[config.mk]
export PLATFORM = sky130hd
export DESIGN_NAME = uart_rx_param_flat
export DESIGN_NICKNAME = d
export VERILOG_FILES = /design/src/rtl/uart_pkg.sv /design/src/rtl/uart_rx_param_if.sv /design/src/rtl/uart_tick_gen.sv /design/src/rtl/uart_rx_param.sv /design/src/flat_wrapper.sv
export SDC_FILE = /design/constraint.sdc
export NUM_CORES = 1
export LEC_CHECK = 0
export BUFFER_PORTS_ARGS = -buffer_cell sky130_fd_sc_hd__buf_2
export CORE_AREA = 10 10 87 89
export DETAILED_ROUTE_END_ITERATION = 8
export DIE_AREA = 0 0 97 99
export PLACE_DENSITY = 0.47
export SLEW_MARGIN = 10
export SYNTH_ARGS = -nofsm -noshare
export SYNTH_HDL_FRONTEND = slang
export SYNTH_SLANG_ARGS = --single-unit
export TNS_END_PERCENT = 100
[constraint.sdc]
create_clock -name clk -period 2.6 [get_ports clk]
set_input_delay 0.78 -clock clk [delete_from_list [all_inputs] [get_ports clk]]
set_output_delay 0.78 -clock clk [all_outputs]
set_load 0.02 [all_outputs]
[src/rtl/uart_pkg.sv]
// uart_pkg
// Shared definitions for the parametrised UART receiver (and a future
// transmitter): FSM state encoding, parity-mode constants and a helper
// that derives the oversample clock divider from clock and baud rates.
// No ports.
package uart_pkg;

    typedef enum logic [2:0] {
        ST_IDLE   = 3'd0,
        ST_START  = 3'd1,
        ST_DATA   = 3'd2,
        ST_PARITY = 3'd3,
        ST_STOP   = 3'd4
    } uart_state_t;

    localparam int PARITY_NONE = 0;
    localparam int PARITY_EVEN = 1;
    localparam int PARITY_ODD  = 2;

    // Rounded clk cycles per oversample tick, e.g. 50 MHz / (115200 * 16) -> 27.
    function automatic int calc_clk_div(input int clk_hz, input int baud_hz, input int oversample);
        int tick_hz;
        tick_hz = baud_hz * oversample;
        return (clk_hz + tick_hz / 2) / tick_hz;
    endfunction

endpackage

[src/rtl/uart_rx_param_if.sv]
// uart_rx_param_if
// Output handshake of the UART receiver toward the consumer (MMIO or FIFO).
//   data        received word, stable while data_valid=1
//   data_valid  word available, held until accepted
//   data_ready  consumer accepts when data_valid & data_ready
//   parity_err  parity flag of the presented word
//   framing_err framing flag of the presented word
//   overrun     one-cycle pulse when a frame is dropped
//   busy        receiver is inside a frame
// master = receiver side, slave = consumer side.
interface uart_rx_param_if #(
    parameter int DATA_BITS = 8
);
    logic [DATA_BITS-1:0] data;
    logic                 data_valid;
    logic                 data_ready;
    logic                 parity_err;
    logic                 framing_err;
    logic                 overrun;
    logic                 busy;

    modport master (
        output data, data_valid, parity_err, framing_err, overrun, busy,
        input  data_ready
    );

    modport slave (
        input  data, data_valid, parity_err, framing_err, overrun, busy,
        output data_ready
    );
endinterface

[src/rtl/uart_tick_gen.sv]
// uart_tick_gen
// Free-running divider producing a one-clk oversample tick every CLK_DIV
// clocks. clear restarts the count so the next tick lands CLK_DIV clocks
// later, letting a receiver align bit timing to a start edge.
// Ports:
//   clk    system clock
//   reset  synchronous, active-high
//   clear  restart divider from 0
//   tick   one-clk pulse when divider is at CLK_DIV-1
module uart_tick_gen #(
    parameter int CLK_DIV = 27
) (
    input  logic clk,
    input  logic reset,
    input  logic clear,
    output logic tick
);
    localparam int               DIV_W    = $clog2(CLK_DIV);
    localparam logic [DIV_W-1:0] DIV_LAST = DIV_W'(CLK_DIV - 1);

    logic [DIV_W-1:0] r_div;

    always_ff @(posedge clk) begin
        if (reset || clear) begin
            r_div <= '0;
        end else if (r_div == DIV_LAST) begin
            r_div <= '0;
        end else begin
            r_div <= r_div + 1'b1;
        end
    end

    assign tick = (r_div == DIV_LAST);

endmodule

[src/rtl/uart_rx_param.sv]
// uart_rx_param
// Parametrised asynchronous serial receiver with internal oversample tick,
// 3-sample majority vote, false-start rejection, parity/framing/overrun
// reporting and a valid/ready output handshake.
// Ports:
//   clk    system clock
//   reset  synchronous, active-high
//   rx     asynchronous serial line, idles high
//   rx_if  master side of uart_rx_param_if (data, data_valid, data_ready,
//          parity_err, framing_err, overrun, busy)
//
// state    | meaning
// ---------+--------------------------------------------------------------
// IDLE     | waiting for a falling edge on the synced line
// START    | validating start bit; majority 1 aborts as a false start
// DATA     | shifting DATA_BITS votes in, LSB first
// PARITY   | checking the parity bit (only when PARITY_MODE != 0)
// STOP     | checking stop bit(s); commits on the last stop-bit vote
module uart_rx_param
    import uart_pkg::*;
#(
    parameter int DATA_BITS   = 8,
    parameter int OVERSAMPLE  = 16,
    parameter int CLK_DIV     = 27,
    parameter int PARITY_MODE = 0,
    parameter int STOP_BITS   = 1
) (
    input  logic             clk,
    input  logic             reset,
    input  logic             rx,
    uart_rx_param_if.master  rx_if
);
    localparam int              SC_W     = $clog2(OVERSAMPLE);
    localparam logic [SC_W-1:0] SC_V0    = SC_W'(OVERSAMPLE / 2 - 1);
    localparam logic [SC_W-1:0] SC_V1    = SC_W'(OVERSAMPLE / 2);
    localparam logic [SC_W-1:0] SC_V2    = SC_W'(OVERSAMPLE / 2 + 1);
    localparam logic [SC_W-1:0] SC_LAST  = SC_W'(OVERSAMPLE - 1);
    localparam int              IDX_W    = 4;
    localparam logic [IDX_W-1:0] IDX_DATA_LAST = IDX_W'(DATA_BITS - 1);
    localparam logic [IDX_W-1:0] IDX_STOP_LAST = IDX_W'(STOP_BITS - 1);

    uart_state_t          r_state;
    uart_state_t          w_next_state;

    logic                 r_rx_meta;
    logic                 r_rs;
    logic                 r_rs_prev;
    logic [SC_W-1:0]      r_sc;
    logic                 r_v0;
    logic                 r_v1;
    logic [IDX_W-1:0]     r_idx;
    logic [DATA_BITS-1:0] r_shift;
    logic                 r_par_err;
    logic                 r_frm_err;

    logic [DATA_BITS-1:0] r_data;
    logic                 r_valid;
    logic                 r_perr_out;
    logic                 r_ferr_out;
    logic                 r_overrun;

    logic                 w_tick;
    logic                 w_fall;
    logic                 w_vote_evt;
    logic                 w_wrap;
    logic                 w_vote;
    logic                 w_clear_div;
    logic                 w_commit;
    logic                 w_busy;
    logic                 w_frm_now;
    logic                 w_par_xor;

    uart_tick_gen #(
        .CLK_DIV (CLK_DIV)
    ) u_tick_gen (
        .clk   (clk),
        .reset (reset),
        .clear (w_clear_div),
        .tick  (w_tick)
    );

    // Synchronizer and edge-detect history idle high so reset never looks
    // like a start edge.
    always_ff @(posedge clk) begin
        if (reset) begin
            r_rx_meta <= 1'b1;
            r_rs      <= 1'b1;
            r_rs_prev <= 1'b1;
        end else begin
            r_rx_meta <= rx;
            r_rs      <= r_rx_meta;
            r_rs_prev <= r_rs;
        end
    end

    assign w_fall     = r_rs_prev & ~r_rs;
    assign w_vote_evt = w_tick && (r_sc == SC_V2);
    assign w_wrap     = w_tick && (r_sc == SC_LAST);
    assign w_vote     = (r_v0 & r_v1) | (r_v0 & r_rs) | (r_v1 & r_rs);
    assign w_par_xor  = (^r_shift) ^ w_vote;
    assign w_frm_now  = r_frm_err | ~w_vote;

    always_ff @(posedge clk) begin
        if (reset) begin
            r_state <= ST_IDLE;
        end else begin
            r_state <= w_next_state;
        end
    end

    always_comb begin
        w_next_state = r_state;
        case (r_state)
            ST_IDLE: begin
                if (w_fall) w_next_state = ST_START;
            end
            ST_START: begin
                if (w_vote_evt && w_vote) w_next_state = ST_IDLE;
                else if (w_wrap)          w_next_state = ST_DATA;
            end
            ST_DATA: begin
                if (w_wrap && (r_idx == IDX_DATA_LAST))
                    w_next_state = (PARITY_MODE != PARITY_NONE) ? ST_PARITY : ST_STOP;
            end
            ST_PARITY: begin
                if (w_wrap) w_next_state = ST_STOP;
            end
            ST_STOP: begin
                // Leave on the vote, not the wrap, so a back-to-back start
                // edge in the second half of the stop bit is still caught.
                if (w_vote_evt && (r_idx == IDX_STOP_LAST)) w_next_state = ST_IDLE;
            end
            default: w_next_state = ST_IDLE;
        endcase
    end

    always_comb begin
        w_clear_div = 1'b0;
        w_commit    = 1'b0;
        w_busy      = (r_state != ST_IDLE);
        case (r_state)
            ST_IDLE: w_clear_div = w_fall;
            ST_STOP: w_commit    = w_vote_evt && (r_idx == IDX_STOP_LAST);
            default: ;
        endcase
    end

    always_ff @(posedge clk) begin
        if (reset) begin
            r_sc <= '0;
        end else if (r_state == ST_IDLE) begin
            r_sc <= '0;
        end else if (w_tick) begin
            r_sc <= (r_sc == SC_LAST) ? '0 : r_sc + 1'b1;
        end
    end

    always_ff @(posedge clk) begin
        if (reset) begin
            r_v0 <= 1'b1;
            r_v1 <= 1'b1;
        end else if (w_tick) begin
            if (r_sc == SC_V0) r_v0 <= r_rs;
            if (r_sc == SC_V1) r_v1 <= r_rs;
        end
    end

    // Bit index is reused as the stop-bit counter; it restarts whenever
    // the FSM moves to a new field.
    always_ff @(posedge clk) begin
        if (reset) begin
            r_idx <= '0;
        end else if (r_state == ST_IDLE) begin
            r_idx <= '0;
        end else if (w_wrap) begin
            r_idx <= (w_next_state != r_state) ? '0 : r_idx + 1'b1;
        end
    end

    always_ff @(posedge clk) begin
        if (reset) begin
            r_shift   <= '0;
            r_par_err <= 1'b0;
            r_frm_err <= 1'b0;
        end else begin
            case (r_state)
                ST_START: begin
                    r_par_err <= 1'b0;
                    r_frm_err <= 1'b0;
                end
                ST_DATA: begin
                    if (w_vote_evt) r_shift <= {w_vote, r_shift[DATA_BITS-1:1]};
                end
                ST_PARITY: begin
                    if (w_vote_evt)
                        r_par_err <= (PARITY_MODE == PARITY_ODD) ? ~w_par_xor : w_par_xor;
                end
                ST_STOP: begin
                    if (w_vote_evt && !w_vote) r_frm_err <= 1'b1;
                end
                default: ;
            endcase
        end
    end

    always_ff @(posedge clk) begin
        if (reset) begin
            r_data     <= '0;
            r_valid    <= 1'b0;
            r_perr_out <= 1'b0;
            r_ferr_out <= 1'b0;
            r_overrun  <= 1'b0;
        end else begin
            r_overrun <= 1'b0;
            if (w_commit) begin
                if (!r_valid || rx_if.data_ready) begin
                    r_data     <= r_shift;
                    r_perr_out <= r_par_err;
                    r_ferr_out <= w_frm_now;
                    r_valid    <= 1'b1;
                end else begin
                    r_overrun  <= 1'b1;
                end
            end else if (r_valid && rx_if.data_ready) begin
                r_valid    <= 1'b0;
                r_perr_out <= 1'b0;
                r_ferr_out <= 1'b0;
            end
        end
    end

    assign rx_if.data        = r_data;
    assign rx_if.data_valid  = r_valid;
    assign rx_if.parity_err  = r_perr_out;
    assign rx_if.framing_err = r_ferr_out;
    assign rx_if.overrun     = r_overrun;
    assign rx_if.busy        = w_busy;

endmodule

[src/flat_wrapper.sv]
// flat-port wrapper written by rule: the top's interface ports become plain ports
module uart_rx_param_flat import uart_pkg::*;
#(
    parameter int DATA_BITS   = 8,
    parameter int OVERSAMPLE  = 16,
    parameter int CLK_DIV     = 27,
    parameter int PARITY_MODE = 0,
    parameter int STOP_BITS   = 1
)
  (clk, reset, rx, rx_if_data, rx_if_data_valid, rx_if_parity_err, rx_if_framing_err, rx_if_overrun, rx_if_busy, rx_if_data_ready);
  uart_rx_param_if #(.DATA_BITS(DATA_BITS)) rx_if_i ();
  input  logic clk;
  input  logic reset;
  input  logic rx;
  output wire logic [$bits(rx_if_i.data)-1:0] rx_if_data;
  output wire logic [$bits(rx_if_i.data_valid)-1:0] rx_if_data_valid;
  output wire logic [$bits(rx_if_i.parity_err)-1:0] rx_if_parity_err;
  output wire logic [$bits(rx_if_i.framing_err)-1:0] rx_if_framing_err;
  output wire logic [$bits(rx_if_i.overrun)-1:0] rx_if_overrun;
  output wire logic [$bits(rx_if_i.busy)-1:0] rx_if_busy;
  input wire logic [$bits(rx_if_i.data_ready)-1:0] rx_if_data_ready;
  assign rx_if_data = rx_if_i.data;
  assign rx_if_data_valid = rx_if_i.data_valid;
  assign rx_if_parity_err = rx_if_i.parity_err;
  assign rx_if_framing_err = rx_if_i.framing_err;
  assign rx_if_overrun = rx_if_i.overrun;
  assign rx_if_busy = rx_if_i.busy;
  assign rx_if_i.data_ready = rx_if_data_ready;
  uart_rx_param #(.DATA_BITS(DATA_BITS), .OVERSAMPLE(OVERSAMPLE), .CLK_DIV(CLK_DIV), .PARITY_MODE(PARITY_MODE), .STOP_BITS(STOP_BITS)) u_core (.clk(clk), .reset(reset), .rx(rx), .rx_if(rx_if_i));
endmodule
Yosys cells after proc, flatten, opt, wreduce, memory -nomap -nowiden
Index checks and enable logic that the tools add are counted.
Storage, ports and cells
  input bits: 4
  bits in registers: 43
  word-level logic and storage cells: 96
Cells by class
  muxes and demuxes: 23
  bitwise logic cells: 11
  $add $sub $neg: 3
  equality and inequality tests: 14
  reduce and logical (&&, ||, !) cells: 28
Operators by type and width (number)
  $mux W3: 6
  $pmux W3 S5: 1
  $reduce_and A2 Y1: 7
  $eq A4 B4 Y1 const B: 3
  $mux W1: 12
  $add A4 B1 Y4 const B: 2
  $eq A4 B3 Y1 const B: 2
  $mux W4: 2
  $reduce_xor A8 Y1: 1
  $logic_and A1 B1 Y1: 7
  $eq A3 B2 Y1 const B: 2
  $reduce_bool A2 Y1: 3
  $reduce_or A2 Y1: 3
  $add A5 B1 Y5 const B: 1
  $eq A5 B5 Y1 const B: 1
  $and A1 B1 Y1: 4
  $logic_not A4 Y1: 1
  $ne A2 B1 Y1 const B: 2
  $pmux W1 S2: 2
  $eq A3 B1 Y1 const B: 1
  $eq A3 B3 Y1 const B: 1
  $logic_not A3 Y1: 1
  $ne A3 B3 Y1: 1
  $not A1 Y1: 3
  6 further kinds: 10

Longest topological paths before layout
  word-level depth: 8
  gate-level depth with buffers: 8

By module
A second synthesis with hierarchy kept.
Unflattened totals
  cells, all modules: 211
  area total of the unflattened synthesis: 1938.1 um^2
Modules (own cells, without submodules)
  uart_rx_param: cells each 191, area an instance 1732.9 um^2, sequential area each 760.7 um^2, instances 1
  uart_tick_gen: cells each 20, area an instance 205.2 um^2, sequential area each 100.1 um^2, instances 1

Worst setup path after synthesis
OpenSTA, ideal clock, no wires.
  kind: flip-flop to output port
  start: register u_core.r_state[0]
  end: output port rx_if_busy
  arrival: 1092 ps
  required time: 1820 ps
  path slack: 728 ps
  stages on the path, launching flop included: 4
  buffers on the path: 1
  cell sequence: dfxtp_1 -> clkbuf_1 -> nor3_1 -> inv_1
On the way
  word-level cells in the longest chain between the ends: 1
Ends and longest elaborated chain
  from (decl): RTL line uart_rx_param.sv:42  | uart_state_t r_state;
  from (signal assigned): RTL line uart_rx_param.sv:107  | r_state <= w_next_state;
  $reduce_bool A3 Y1: RTL line uart_rx_param.sv:140  | w_busy = (r_state != ST_IDLE);
  to (decl): RTL line flat_wrapper.sv:20  | output wire logic [$bits(rx_if_i.busy)-1:0] rx_if_busy;
No other way between the ends.

Worst setup path in the final report
  start: register u_core.u_tick_gen.r_div[0]
  end: register u_core.r_data[4] (netlist: u_core.rx_if.data[4])
On the way
  word-level cells in the longest chain between the ends: 5
Ends and longest elaborated chain
  from (decl): RTL line uart_tick_gen.sv:21  | logic [DIV_W-1:0] r_div;
  from (signal assigned): RTL line uart_tick_gen.sv:29  | r_div <= r_div + 1'b1;
  $eq A5 B5 Y1: RTL line uart_tick_gen.sv:33  | assign tick = (r_div == DIV_LAST);
  $logic_and A1 B1 Y1: RTL line uart_rx_param.sv:97  | assign w_vote_evt = w_tick && (r_sc == SC_V2);
  $logic_and A1 B1 Y1: RTL line uart_rx_param.sv:143  | ST_STOP: w_commit = w_vote_evt && (r_idx == IDX_STOP_LAST);
  $mux W1: RTL line uart_rx_param.sv:141  | case (r_state)
  $reduce_and A2 Y1 (no source line)
  to (signal assigned): RTL line uart_rx_param.sv:217  | r_data <= r_shift;
  to (decl): RTL line uart_rx_param.sv:56  | logic [DATA_BITS-1:0] r_data;
No other way between the ends.
A chain may end at the register's enable or synchronous reset.

==> flow_summary.ini <==
[die]
start_util_pct = 34.0
die_area_sq_mm = 0.00960
num_rows = 28
core-area_sq_mm = 0.00585
die_x_um = 97
io-pin-count = 17
die_h_um = 99

[route]
via_per_inst = 4.87
final_antenna_net_count = 0
drt-total-wl_um = 4010
drtPass1Iterations = 4
drc = 0
vias = 1485
wire_per_inst_um = 13.2
drtIter0Drc = 78

[cts]
cts_inserted_buffers = 5
cts-root-buf = clkbuf_8
postCtsResizedCells = 0
clk_path_buf_depth = 2
clock-sinks = 43
path_clk_slew_ps = 80
cts_max_level = 2
tritoncts = built
post_cts_buffers = 0
cts_hold_buf = 0
insertion_delay_ps = 300

[global_route]
grt_max_degree = 22
track_usage_pct = 8.73
antenna_found_initial = 0
overflow = 0
grt_pass1_wl_um = 7070
grt_pass1_vias = 1419

[yosys]
synth.avg_cell_area_sq_um = 9.35
synth.cell_area_sq_mm = 0.00199
yosys.area.top_type = dfxtp_1
postSynthCellCount = 213
synth_nets = 224
synth_warnings = 0
synth.area.top_cells = dfxtp_1 43%, mux2i_1 9.1%, nor2_1 5.5%
ys_types = 46
synth_edf_count = 0
yosysTopAreaCellShare_pct = 43.2
ys_seq_area_share_pct = 43.2
synthArstFlopShare_pct = 0
ys_seq_elements = 43
synth_ff_type = dfxtp_1

[run]
maxCapViolCount = 0

[critical_path]
arrival_ps = 2400
critical_path_class = reg -> reg
critPathLaunchType = flip-flop
critPathMaxFanout = 10
worstPathRequired_ps = 2790
end_kind = flip-flop

[place]
gp_congestion = 0.708
dp_hpwl_um = 2880
post-place-cells = 297
io_buffers = 16

[finish]
final_nets = 240
fillers = 609
n_antenna_cell = 0
layout-drive-gt1-share_pct = 15.7
syn2layout_area_growth_pct = 11.8
stdcell_count = 305
final_core_util_pct = 38.0

[sta]
relSlewSlack_pct = 59.6
fin_skew_ps = 4.13
min_period_over_period_pct = 84.9
tns_ps = 0
max_freq_ghz = 0.453
rsz0062_at_grt = no
finalSetupViolCount = 0
finalMaxSlewViolations = 0
period_minus_slack_ps = 2210
hold_violations = 0
worst_slew_pin_slew_ps = 606

[pwr]
switchingPower_uw = 262
power_frac_clock_pct = 36.7
comb_power_share_pct = 4.0
ir_drop_mv = 0.186
p_leak_nw = 0.909
seqPwrFrac_pct = 59.3
switching_share_pct = 23.1
p_int_uw = 871
cellPowerDensity_mw_per_mm2 = 509

[status]
status = complete, no violations

[hold_path]
hold_class = reg -> reg
==> cell type report <==
| type | count | area [sq um] | area share, % |
|---|---|---|---|
| inverters | 9 | 33.8 | 1.52 |
| multi-input cells | 150 | 1040 | 46.8 |
| well taps | 75 | 93.8 | 4.22 |
| clock buffers | 6 | 72.6 | 3.26 |
| repair buffers | 20 | 110 | 4.95 |
| clock inverters | 2 | 12.5 | 0.562 |
| flip-flops and latches | 43 | 861 | 38.7 |
==> routing by layer <==
layer	vias to the layer above	share of wire [%]	track usage, %
met3	7	5.0	2.58
li1	765	-	-
met2	26	43	12.6
met4	0	2.1	4.43
met5	-	0	0
met1	687	50	11.5
==> Yosys cell counts (2+ instances only) <==
cell type	instances
inv_1	9
or2_2	5
o21bai_1	2
clkbuf_1	8
or3_1	5
nand4b_1	2
xnor2_1	8
a21oi_1	10
o21ai_0	5
nand2b_1	4
o31ai_1	2
a22oi_1	2
nand4_1	3
ha_1	7
dfxtp_1	43
and2_1	2
xor2_1	4
nand3_1	3
nor2_1	29
nand3b_1	2
mux2i_1	18
nand2_1	9
nor4_1	2
nor3_1	7
==> path summary, 6_finish.rpt <==
| check | startpoint | end | slack, ps | depth (start not counted) |
|---|---|---|---|---|
| min reg2reg | u_core.r_rx_meta$_SDFF_PP1_ | u_core.r_rs$_SDFF_PP1_ | 410 | 1 |
| max reg2reg | u_core.u_tick_gen.r_div[0]$_SDFF_PP0_ | u_core.rx_if.data[4]$_SDFFE_PP0P_ | 390 | 7 |
| min | u_core.r_rx_meta$_SDFF_PP1_ | u_core.r_rs$_SDFF_PP1_ | 410 | 1 |
| max | u_core.u_tick_gen.r_div[0]$_SDFF_PP0_ | u_core.rx_if.data[4]$_SDFFE_PP0P_ | 390 | 7 |
==> worst max-delay path, cell delays in order (launching register included) <==
cell      delay [ps]
dfxtp_1          340
inv_1             60
ha_1             210
nand4b_4         190
nor4_1           420
and2_1           580
mux2i_1          250
nor2_1            50
==> power by group through the flow <==
stage	Sequential [mW]	Combinational (mW)	Clock, mW
floorplan	0.685	0.0339	0
global placement	0.688	0.0467	0
finish	0.672	0.0449	0.416
global route	0.674	0.0514	0.464
CTS	0.672	0.0461	0.441
detailed placement	0.688	0.0459	0
==> registers in the layout (all words and copies together) (netlist names), 3 cells and up <==
register and count:
u_core.r_sc 4, u_core.rx_if.data 8, u_core.r_idx 4, u_core.r_state 3, u_core.u_tick_gen.r_div 5, u_core.r_shift 8
==> metrics by stage <==
stage	setup WS [ps]	instance area, sq um	power, mW	hold WS (ps)
after floorplan	728	1990	0.719	389
after global placement	379	2140	0.734	392
after detailed placement	389	2140	0.734	398
after CTS	375	2230	1.16	418
after global routing	202	2230	1.19	432
final	392	2230	1.13	412
==> placed cells by master, fill, tap and decap left out, types with 3 or more instances in the layout <==
master,synthesis,layout
o21ai_0,5,5
xor2_1,4,4
nand3_1,3,3
inv_1,9,9
a21oi_1,10,10
or3_1,5,5
nor2_1,29,29
xnor2_1,8,8
buf_2,1,16
mux2i_1,18,18
buf_4,1,4
nand2b_1,4,4
clkbuf_8,0,5
dfxtp_1,43,43
nor3_1,7,7
or2_2,5,5
nand2_1,9,9
ha_1,7,7
nand4_1,3,3
==> kinds of logic after synthesis <==
kind of cell / share of synthesized area [%]
compound gates: 10.2
flops: 43.2
mux: 9.05
buf+inv: 4.40
xor+xnor: 6.41
simple gates: 21.7
fa+ha+maj: 4.90
Power figures use the tool's default switching activity.
